### config.mk
export PLATFORM = sky130hd
export DESIGN_NAME = pipelined_aoi_unit
export DESIGN_NICKNAME = d
export VERILOG_FILES = /design/src/rtl/pipelined_aoi_unit.sv
export SDC_FILE = /design/constraint.sdc
export NUM_CORES = 1
export LEC_CHECK = 0
export CAP_MARGIN = 40
export CORE_ASPECT_RATIO = 0.8
export CORE_MARGIN = 5
export CORE_UTILIZATION = 42
export DETAILED_ROUTE_END_ITERATION = 6
export PLACE_DENSITY = 0.74
export SYNTH_ARGS = -nofsm -noshare
export SYNTH_HDL_FRONTEND = slang
export SYNTH_SLANG_ARGS = --single-unit
### constraint.sdc
create_clock -name clk -period 1.55 [get_ports clk]
set_clock_uncertainty 0.05 [all_clocks]
set_input_delay 0.465 -clock clk [delete_from_list [all_inputs] [get_ports clk]]
set_output_delay 0.465 -clock clk [all_outputs]
set_load 0.01 [all_outputs]
### src/rtl/pipelined_aoi_unit.sv
// pipelined_aoi_unit: two-stage AND-OR-INVERT with valid/ready handshake and a saturating count of true results.
// Optional macro AOI_OAI_MODE_EN adds a per-item mode input that selects OR-AND-INVERT.
module pipelined_aoi_unit #(
    parameter int unsigned GROUPS = 2,
    parameter int unsigned TERM_W = 2,
    parameter int unsigned CNT_W  = 16
) (
    input  logic                     clk,
    input  logic                     reset_n,
    input  logic [GROUPS*TERM_W-1:0] in_data,
    input  logic                     in_valid,
    output logic                     in_ready,
`ifdef AOI_OAI_MODE_EN
    input  logic                     mode,
`endif
    output logic [GROUPS-1:0]        term_out,
    output logic                     aoi_out,
    output logic                     out_valid,
    input  logic                     out_ready,
    output logic [CNT_W-1:0]         true_count
);

    localparam logic [CNT_W-1:0] CNT_MAX = '1;

    logic              s1_valid;
    logic [GROUPS-1:0] s1_terms;
    logic              s1_mode;
    logic [GROUPS-1:0] in_terms_c;
    logic              in_mode_c;
    logic              s2_adv_c;
    logic              s1_load_c;
    logic              s2_aoi_c;

    // Stage 2 frees up when empty or draining; stage 1 when empty or stage 2 takes its item.
    assign s2_adv_c  = !out_valid || out_ready;
    assign s1_load_c = !s1_valid || s2_adv_c;
    assign in_ready  = s1_load_c;

`ifdef AOI_OAI_MODE_EN
    assign in_mode_c = mode;
`else
    assign in_mode_c = 1'b0;
`endif

    // Per-term reduction of the incoming slices (AND, or OR in OAI mode).
    always_comb begin
        in_terms_c = '0;
        for (int g = 0; g < int'(GROUPS); g++) begin
            if (in_mode_c) begin
                in_terms_c[g] = |in_data[g*TERM_W +: TERM_W];
            end else begin
                in_terms_c[g] = &in_data[g*TERM_W +: TERM_W];
            end
        end
    end

    // Final inversion of the combined terms for stage 2.
    always_comb begin
        s2_aoi_c = ~(|s1_terms);
        if (s1_mode) begin
            s2_aoi_c = ~(&s1_terms);
        end
    end

    always_ff @(posedge clk or negedge reset_n) begin
        if (!reset_n) begin
            s1_valid <= 1'b0;
            s1_terms <= '0;
            s1_mode  <= 1'b0;
        end else if (s1_load_c) begin
            s1_valid <= in_valid;
            if (in_valid) begin
                s1_terms <= in_terms_c;
                s1_mode  <= in_mode_c;
            end
        end
    end

    always_ff @(posedge clk or negedge reset_n) begin
        if (!reset_n) begin
            out_valid <= 1'b0;
            term_out  <= '0;
            aoi_out   <= 1'b0;
        end else if (s2_adv_c) begin
            out_valid <= s1_valid;
            if (s1_valid) begin
                term_out <= s1_terms;
                aoi_out  <= s2_aoi_c;
            end
        end
    end

    // Count delivered results with aoi_out high, holding at the maximum.
    always_ff @(posedge clk or negedge reset_n) begin
        if (!reset_n) begin
            true_count <= '0;
        end else if (out_valid && out_ready && aoi_out && (true_count != CNT_MAX)) begin
            true_count <= true_count + CNT_W'(1);
        end
    end

endmodule

==> out/qor.yml <==
status: "finished with violations"
violations: "setup timing"
fp.dieArea_um2: 3630
max_stage_delay_ns: 0.43
yosys-top-cells-area: "dfrtp_1 54%, xor2_1 12%, nand2_1 3.9%"
synth_top_area_cell: "dfrtp_1"
drt_first_iter_violations: 68
r2r-start: "true_count[0]"
netlist_top_cells_count: "23 x dfrtp_1, 14 x xor2_1, 11 x nand2_1, 7 x nor3_1, 5 x nand3_1"
drt-vias-per-instance: 4.98
hp-class: "in2async"
dp.cells: 182
ys_types: 24
post_drt_wl_per_cell_um: 16.1
yosysTopAreaCellShare_pct: 54.4
setup_slack_ns: -0.172
yosysSeqAreaShare_pct: 54.4
grt_usage_pct: 17.6
synth_seq_cells: 23
gp_congestion: 0.788
drive_above_1_share_pct: 50.3
finalHoldViolations: 0
synth_most_common_cell: "dfrtp_1"
die_h_um: 54.9
hold_buffers: 0
period_needed_ns: 1.72
rrSetupSlack_ns: -0.17
ys.flop_type: "dfrtp_1"
final_util_pct: 79.0
clk_pin_slew_ns: 0.13
coreArea_um2: 2420
tightest_slew_ns: 0.287
total_power_mw: 1.77
slew_viol_final: 0
root_buffer: "clkbuf_4"
vdd_drop_max_mv: 0.822
route.detailed.drc: 0
multiInputGateArea_um2: 634
num_antenna_cells: 0
first_global_vias: 1011
crit_required_ns: 1.71
slew_headroom_pct: 80.7
cap_violations: 0
grt_max_degree: 24
pin_count: 29
syn_avg_cell_area_um2: 11.5
final_cell_count_no_fill: 205
layout.nets: 179
regArea_um2: 578
synthArstFlopShare_pct: 100
areaGrowthSynthToFinish_pct: 80.9
syn-cell-area_um2: 1060
wirelength_um: 3310
r2r-end: "true_count[1]"
io_buffers: 28
max-clock-path-buffers: 2
row_count: 16
cts.sinks: 23
synthCells: 92
rr_worst_depth: 6
setup_viol_count_final: 18
hpwl_um: 1910
via_count: 1020
path_class: "reg2reg"
synth_nets: 101
tritoncts: "built"
place_area_um2: 1600
p_leak_nw: 0.939
tns_ns: -1.41
numCtsBuffers: 3
insertion_delay_ns: 0.32
dieWidth_um: 66.1
grt_pass1_wl_um: 4660
synth_edf_count: 0
cp.arrival_ns: 1.88
fin_crit_sh_pct: 111
htreeDepth: 1
fillers: 157
end_kind: "register"
post-route-cell-area_um2: 1910
synth_warnings: 0
start_util_pct: 43.7
ant_nets: 0
firstDrtPassIters: 4
crit_path_max_fanout: 4
overflow: 0
grt_setup_unrepaired: "true"
startpoint_type: "register"
critical_path.cell_chain: "ha_4 -> nand3_4 -> nor4_4 -> buf_4 -> nor2_4 -> mux2_4"
crit_slowest_cell: "dfrtp_2"
antenna_found_initial: 0
fmaxAchievable_mhz: 581
power_density_nw_per_um2: 924
[critical path: cells and delay by family (launching register included)]
kind,cells,cell delay (ns)
flip-flops,1,0.43
AND/OR/NAND/NOR,3,0.49
buffers and inverters,1,0.20
adder cells (fa/ha/maj),1,0.16
multiplexers,1,0.28
[layer usage]
metal / share of wire, % / global-route usage, %
met3: 4.0 / 5.25
met1: 39 / 18.6
met4: 0.91 / 5.74
met2: 56 / 33.9
met5: 0 / 0
[cell families after synthesis]
group                      count (synthesis)  synth area share, %
adders and majority gates                  1                 1.18
and+or+nand+nor                           46                 26.7
xor gates and xnor gates                  14                 11.6
DFF                                       23                 54.4
AOI/OAI and AO/OA                          5                 2.60
muxes                                      3                 3.55
[timing repair]
item                       CTS  global route
gates resized for setup     65            31
setup endpoints to repair   37            35
pin swaps                   14            13
buffers inserted            15             5
[sequential cells by signal, summed over array words and instances, names as in the netlist]
register / flops
aoi_out: 1
s1_valid: 1
s1_terms: 2
out_valid: 1
term_out: 2
true_count: 16
[how the worst max path moves through the flow]
stage / slack, ns / depth (start not counted) / end / start
after global routing: -0.25 / 6 / true_count[1] / true_count[0]
after floorplan: -0.22 / 5 / true_count[1] / true_count[1]
after CTS: -0.13 / 5 / true_count[15] / true_count[3]
after detailed placement: -0.61 / 3 / in_ready / out_ready
after global placement: -0.58 / 3 / in_ready / out_ready
final: -0.17 / 6 / true_count[1] / true_count[0]
[cells in the final DEF (no fill, tap or decap), types with 2 or more instances in the layout]
master,netlist,layout
nand2b_1,3,3
nor3_2,0,4
clkdlybuf4s50_1,0,6
nand3_1,5,3
o21ai_0,4,4
mux2_2,2,2
clkbuf_4,0,3
nand2_1,11,11
nor3_4,0,3
clkdlybuf4s15_1,0,11
buf_2,0,3
dfrtp_2,0,2
buf_6,0,14
clkbuf_2,0,3
xor2_1,14,14
and4_1,2,2
buf_4,0,34
nand4_1,3,3
dlygate4sd2_1,0,2
dfrtp_1,23,21
nor2_4,0,2
nor3b_2,0,2
[where the power goes]
| part | switching (mW) | internal [mW] | total (mW) |
|---|---|---|---|
| clock | 0.181 | 0.101 | 0.282 |
| combinational | 0.287 | 0.433 | 0.720 |
| sequential | 0.0803 | 0.687 | 0.768 |
[layout make-up]
class,count,share of cell area (%)
flip-flops and latches,23,30.2
repair buffers,73,32.9
well taps,36,2.35
multi-input cells,69,33.1
clock buffers,4,1.37
[stage by stage]
stage                     hold slack (ns)  setup WS (ns)
final                               0.427         -0.172
after floorplan                     0.119         -0.222
after detailed placement            0.432         -0.612
after global placement              0.416         -0.583
after global routing                0.445         -0.247
after CTS                           0.433         -0.125
Power figures use the tool's default switching activity.
